<file path="config.mk">
export PLATFORM = sky130hd
export DESIGN_NAME = hazard_ctrl
export DESIGN_NICKNAME = d
export VERILOG_FILES = /design/src/rtl/hazard_ctrl.sv
export SDC_FILE = /design/constraint.sdc
export NUM_CORES = 1
export LEC_CHECK = 0
export BUFFER_PORTS_ARGS = -buffer_cell sky130_fd_sc_hd__buf_2
export CORE_AREA = 4 4 41 43
export DETAILED_ROUTE_END_ITERATION = 7
export DIE_AREA = 0 0 45 47
export PLACE_DENSITY = 0.63
export SLEW_MARGIN = 5
export SYNTH_ARGS = -nofsm -noshare
export SYNTH_HDL_FRONTEND = slang
export SYNTH_SLANG_ARGS = --single-unit
export TNS_END_PERCENT = 5
</file>
<file path="constraint.sdc">
create_clock -name clk_i -period 2.8 [get_ports clk_i]
set_input_delay 0.56 -clock clk_i [delete_from_list [all_inputs] [get_ports clk_i]]
set_output_delay 0.56 -clock clk_i [all_outputs]
set_load 0.01 [all_outputs]
</file>
<file path="src/rtl/hazard_ctrl.sv">
// Hazard/sequencing controller for the 5-stage core: load-use stall, taken-branch flush, multi-cycle MUL hold.
// Optional perf counters (stall_cnt_o, flush_cnt_o) are built only when HAZ_PERF_CNT_EN is defined.
module hazard_ctrl #(
    parameter int MUL_LAT = 4,
    parameter int CNT_W   = 32
) (
    input  logic             clk_i,
    input  logic             rst_i,
    input  logic             id_valid_i,
    input  logic [4:0]       id_rs1_i,
    input  logic [4:0]       id_rs2_i,
    input  logic             id_rs2_used_i,
    input  logic             id_mul_i,
    input  logic             branch_taken_i,
    input  logic             ex_MemRead_i,
    input  logic [4:0]       ex_rd_i,
    output logic             PCWrite_o,
    output logic             IF_ID_Write_o,
    output logic             NoOp_o,
    output logic             Flush_o,
    output logic             mul_busy_o
`ifdef HAZ_PERF_CNT_EN
    ,
    output logic [CNT_W-1:0] stall_cnt_o,
    output logic [CNT_W-1:0] flush_cnt_o
`endif
);

    localparam int CNT_BITS = (MUL_LAT > 1) ? $clog2(MUL_LAT) : 1;
    localparam logic [CNT_BITS-1:0] CNT_LOAD = (MUL_LAT > 1) ? CNT_BITS'(MUL_LAT - 2) : '0;

    if (MUL_LAT < 1 || MUL_LAT > 16) begin : g_bad_mul_lat
        $error("hazard_ctrl: MUL_LAT must be in 1..16");
    end
    if (CNT_W < 1) begin : g_bad_cnt_w
        $error("hazard_ctrl: CNT_W must be at least 1");
    end

    typedef enum logic [0:0] {
        S_RUN      = 1'b0,
        S_MUL_BUSY = 1'b1
    } state_t;

    state_t              r_state;
    state_t              w_state_nxt;
    logic [CNT_BITS-1:0] r_cnt;
    logic [CNT_BITS-1:0] w_cnt_nxt;
    logic                w_load_use;

    assign w_load_use = id_valid_i && ex_MemRead_i && (ex_rd_i != 5'd0) &&
                        ((ex_rd_i == id_rs1_i) || (id_rs2_used_i && (ex_rd_i == id_rs2_i)));

    // NOTE: every output and next-state signal gets a default before the case, so no latch is inferred.
    always_comb begin
        w_state_nxt   = r_state;
        w_cnt_nxt     = r_cnt;
        PCWrite_o     = 1'b1;
        IF_ID_Write_o = 1'b1;
        NoOp_o        = 1'b0;
        Flush_o       = 1'b0;
        mul_busy_o    = 1'b0;

        case (r_state)
            S_RUN: begin
                if (w_load_use) begin
                    // The load leaves EX next cycle, so a single bubble resolves it.
                    PCWrite_o     = 1'b0;
                    IF_ID_Write_o = 1'b0;
                    NoOp_o        = 1'b1;
                end else if (branch_taken_i) begin
                    Flush_o = 1'b1;
                end else if (id_valid_i && id_mul_i && (MUL_LAT > 1)) begin
                    w_state_nxt = S_MUL_BUSY;
                    w_cnt_nxt   = CNT_LOAD;
                end
            end
            S_MUL_BUSY: begin
                PCWrite_o     = 1'b0;
                IF_ID_Write_o = 1'b0;
                NoOp_o        = 1'b1;
                mul_busy_o    = 1'b1;
                if (r_cnt == '0) begin
                    w_state_nxt = S_RUN;
                end else begin
                    w_cnt_nxt = r_cnt - CNT_BITS'(1);
                end
            end
            default: begin
                w_state_nxt = S_RUN;
                w_cnt_nxt   = '0;
            end
        endcase

        // Reset forces a fully quiesced front end regardless of the current state.
        if (rst_i) begin
            PCWrite_o     = 1'b0;
            IF_ID_Write_o = 1'b0;
            NoOp_o        = 1'b1;
            Flush_o       = 1'b1;
            mul_busy_o    = 1'b0;
        end
    end

    // NOTE: state registers use non-blocking assignments so every flop samples pre-edge values.
    always_ff @(posedge clk_i) begin
        if (rst_i) begin
            r_state <= S_RUN;
            r_cnt   <= '0;
        end else begin
            r_state <= w_state_nxt;
            r_cnt   <= w_cnt_nxt;
        end
    end

`ifdef HAZ_PERF_CNT_EN
    logic [CNT_W-1:0] r_stall_cnt;
    logic [CNT_W-1:0] r_flush_cnt;

    always_ff @(posedge clk_i) begin
        if (rst_i) begin
            r_stall_cnt <= '0;
            r_flush_cnt <= '0;
        end else begin
            if (!PCWrite_o && (r_stall_cnt != '1)) begin
                r_stall_cnt <= r_stall_cnt + CNT_W'(1);
            end
            if (Flush_o && (r_flush_cnt != '1)) begin
                r_flush_cnt <= r_flush_cnt + CNT_W'(1);
            end
        end
    end

    assign stall_cnt_o = r_stall_cnt;
    assign flush_cnt_o = r_flush_cnt;
`endif

    a_no_flush_and_noop : assert property (@(posedge clk_i) disable iff (rst_i) !(Flush_o && NoOp_o))
        else $error("hazard_ctrl: Flush_o and NoOp_o asserted together");

endmodule

</file>
## Word-level counts from Yosys, hierarchy flattened

Cells that the tools add are included.
Widths: inputs -> output; s select.

- $add $sub $neg: 1
- Equal/unequal tests: 6
- Multiplexer cells: 22
- Bitwise logic cells: 1
- Reduce and logical (&&, ||, !) cells: 9

Operators by type and width:

| kind | number |
|---|---|
| $mux 1 | 14 |
| $eq 5x5->1 | 2 |
| $mux 2 | 4 |
| $ne 2x2->1 const B | 4 |
| $pmux 1 s2 | 3 |
| $logic_and 1x1->1 | 5 |
| $reduce_bool 5->1 | 1 |
| $pmux 2 s2 | 1 |
| $reduce_and 4->1 | 1 |
| $logic_not 2->1 | 1 |
| $sub 2x1->2 const B | 1 |
| $logic_or 1x1->1 | 1 |
| $not 1->1 | 1 |

- Bits in registers: 3
- Bits of input ports: 22
- Output and inout bits: 5
- Logic and storage cells: 41

## Logic depth before layout (Yosys ltp)

- Depth after elaboration: 7
- Gate-level depth with buffers: 6
- Depth with buffers taken out: 6

## Worst setup path after synthesis

OpenSTA, ideal clock, no wires.

- Kind: input -> output
- From: input ex_rd_i[1]
- To: output PCWrite_o
- Arrival: 1993 ps
- Data required time: 2240 ps
- Setup slack: 247 ps
- Stages on the path: 5
- Path buffers: 1
- Path through: or4_1 o211ai_2 inv_2 a211oi_1 buf_4

- Word-level cells in the longest chain between the ends: 7
- Elaborated cells on any way between the ends: 10
- Classes of those cells: eq/ne: 2; mux: 3; reduce/logical: 5

RTL lines:

| what | line | RTL |
|---|---|---|
| start: declaration | 16 | `input logic [4:0] ex_rd_i,` |
| $eq 5x5->1 | 51 | `((ex_rd_i == id_rs1_i) \|\| (id_rs2_used_i && (ex_rd_i == id_rs2_i)));` |
| $logic_and 1x1->1 | 51 |  |
| $logic_or 1x1->1 | 51 |  |
| $logic_and 1x1->1 (*) | 50 | `assign w_load_use = id_valid_i && ex_MemRead_i && (ex_rd_i != 5'd0) &&` |
| $mux 1 (*) | n/a |  |
| $pmux 1 s2 (*) | n/a |  |
| $mux 1 (*) | n/a |  |
| end: declaration | 17 | `output logic PCWrite_o,` |

Every way passes the cells marked *; elsewhere a longest branch is shown, timed or not.

## Worst setup path after layout

- From: input ex_rd_i[1]
- To: output PCWrite_o

- Word-level cells in the longest chain between the ends: 7
- Elaborated cells on any way between the ends: 10
- Classes of those cells: eq/ne: 2; mux: 3; reduce/logical: 5

RTL lines:

| what | line | RTL |
|---|---|---|
| $eq 5x5->1 | 51 |  |
| $logic_and 1x1->1 | 51 |  |
| $logic_or 1x1->1 | 51 |  |
| $logic_and 1x1->1 (*) | 50 |  |
| $mux 1 (*) | 65 | `if (w_load_use) begin` |
| $pmux 1 s2 (*) | 63 | `case (r_state)` |
| $mux 1 (*) | 95 | `if (rst_i) begin` |

Marked as above.

==> out/results.txt <==
Run status -> completed
Crit. End Element -> output pin
Layout cells sized above 1 -> 0.431
Vias in the first global route -> 351
WL final -> 889 µm
Period utilization -> 0.896
Inserted Clock Buffers -> 3
Fmax -> 399 MHz
First-pass GRT wire length -> 1.46 mm
CTS H-Tree Depth -> 1
Synth cell types -> 24
Top Metal Used -> met3
Max-cap violations -> 0
Met3 WL post-DR -> 142 µm
Clk pin slew, worst setup/hold paths -> 0.04 ns
Power per cell area -> 353 nW/µm²
Post-CTS setup buffer count -> 0
Fin. Hold Viols -> 0
Crit path time final -> 2.51 ns
Clock Latency Late Sink -> 0.23 ns
Most frequent CP cell -> buf_2
Final #Nets -> 96
CTS tree -> done
Data required time at the worst endpoint -> 2.24 ns
Initial DRC count -> 6
Delay-heaviest family, CP -> simple AND/OR/NAND/NOR gates
FF+latch area -> 60.1 µm²
Area of the multi-input gates -> 255 µm²
Commonest non-fill, non-tap cells in the layout -> buf_2 (26), xnor2_1 (10)
Clk_skew -> 0.00380 ns
Die X -> 45 µm
Rows -> 13
Wl on met1 -> 428 µm
Worst-path fanout max -> 4
Hold Crit Class -> register to register
Slew margin rel. -> 0.674
Hold buffers post-CTS -> 0
Area Overhead vs Synth -> 48.0%
Starting Density -> 0.263
Clk buf depth -> 2
Initial DRT Pass Iterations -> 4
Post-CTS sizing -> 0
Largest stage delay, worst path -> 0.54 ns
Slew @ Worst Pin -> 0.490 ns
Critical-path cell with the highest stage delay -> or4_1
Total GRT Usage -> 0.0947
N_diodes -> 0
Met2 wire length -> 318 µm
Post-Syn Nets -> 67
Hold_ws -> 0.526 ns
Die Footprint -> 2120 µm²
Remaining DRCs -> 0
Vias per std cell -> 4.61
RSZ-0062 raised after global routing -> no
Post-DP HPWL -> 775 µm
DR vias -> 401
Placer congestion estimate -> 0.758
Commonest non-fill, non-tap cell in the layout -> buf_2
Crit path launch type -> primary input
Critical Path AT -> 1.95 ns
Final setup TNS -> 0 ns
Post-place setup slack -> 0.279 ns
# fillers -> 139
Initial antenna violation count -> 0
Cells along the critical path -> buf_2 > or4_1 > o211ai_2 > inv_2 > a211oi_1 > buf_2
Util after Layout -> 0.388
Final Worst Setup Slack -> 0.291 ns
Setup CP Type -> primary input to output pin
Final setup viols -> 0
Die Ht -> 47 µm
Synthesized area per cell -> 7.76 µm²
Static leakage -> 0.220 nW
Synth Register Bits -> 3
Maximum vdd ir drop -> 111 µV
Largest net degree at the start of global routing -> 9
Synth warn -> 0
Post-route ant nets -> 0
Num Clock Sinks -> 3
Slew Limit Fails -> 0
GR Overflow Total -> 0
CTS root buf -> clkbuf_4
WP buf/inv -> 3
I/O pin count -> 27
Seq/Total Area, Yosys -> 0.176
Core footprint -> 1300 µm²
Average routed wire per standard cell -> 10.2 µm
I/O Buffers -> 26
Synth Instances -> 44
Synthesized area -> 342 µm²
-- per-layer routing --
metal,vias to the layer above,GRT usage
met5,-,0
met4,0,0.0351
met3,0,0.0498
met2,23,0.121
met1,162,0.132
li1,216,-
-- through the flow --
stage | instances | instance area, µm² | power (W)
2_1_floorplan | 44 | 342 | 0.0000777
3_3_place_gp | 83 | 479 | 0.000102
3_5_place_dp | 83 | 479 | 0.000103
4_1_cts | 87 | 505 | 0.000182
5_1_grt | 87 | 505 | 0.000192
6_report | 87 | 505 | 0.000178
-- worst reg2reg max path, cell delays in order (launching register included) --
cell,delay [ns]
dfxtp_1,0.33
inv_1,0.06
ha_1,0.19
nor2b_1,0.25
nor2_1,0.12
a221o_1,0.30
a41oi_1,0.16
-- power by group --
| part | switching [W] | internal [W] | total [W] |
|---|---|---|---|
| clock network | 0.0000232 | 0.0000535 | 0.0000767 |
| logic | 0.0000263 | 0.0000299 | 0.0000562 |
| registers | 0.000000935 | 0.0000444 | 0.0000454 |
| total | 0.0000504 | 0.000128 | 0.000178 |
-- area by class of cell --
type,count,share of cell area
Multi-Input combinational cell,35,0.505
Timing Repair Buffer,26,0.257
Sequential cell,3,0.119
Clock buffer,4,0.0520
Tap cell,15,0.0371
Inverter,4,0.0297
-- flip-flops by register name, summed over array words and instances (netlist names) --
register,flops
r_state,1
r_cnt,2
-- synth_stat cells --
cell type | instances | area (µm²)
o2bb2ai_1 | 1 | 8.76
nor4_1 | 1 | 6.26
a211oi_1 | 2 | 15.0
dfxtp_1 | 3 | 60.1
xnor2_1 | 10 | 87.6
a221o_1 | 1 | 10.0
nand3_1 | 1 | 5.00
o21ai_0 | 3 | 15.0
ha_1 | 1 | 12.5
a41oi_1 | 1 | 8.76
nor2_1 | 3 | 11.3
o22ai_1 | 1 | 6.26
inv_2 | 1 | 3.75
a211o_1 | 1 | 8.76
nand2_1 | 3 | 11.3
inv_1 | 3 | 11.3
nor4bb_1 | 1 | 10.0
or4_1 | 1 | 7.51
nor2b_1 | 1 | 6.26
a31oi_1 | 1 | 6.26
o211ai_2 | 1 | 12.5
nand4_1 | 1 | 6.26
buf_4 | 1 | 7.51
clkbuf_1 | 1 | 3.75
-- final timing paths --
kind / start / endpoint / slack, ns / cells after the start
setup / recovery: ex_rd_i[1] / PCWrite_o / 0.29 / 6
hold / removal: r_cnt[1] / r_cnt[1] / 0.53 / 2
setup reg to reg: r_cnt[0] / r_cnt[1] / 1.31 / 6
hold reg to reg: r_cnt[1] / r_cnt[1] / 0.53 / 2
-- logic make-up after synthesis --
logic type / Yosys count / share of synthesized area
AOI/OAI and AO/OA: 12 / 0.267
xor gates and xnor gates: 10 / 0.256
adders and majority gates: 1 / 0.0366
DFF: 3 / 0.176
and+or+nand+nor: 12 / 0.187
buffers and inverters: 6 / 0.0769
No activity file was read; power rests on OpenSTA's default activity.
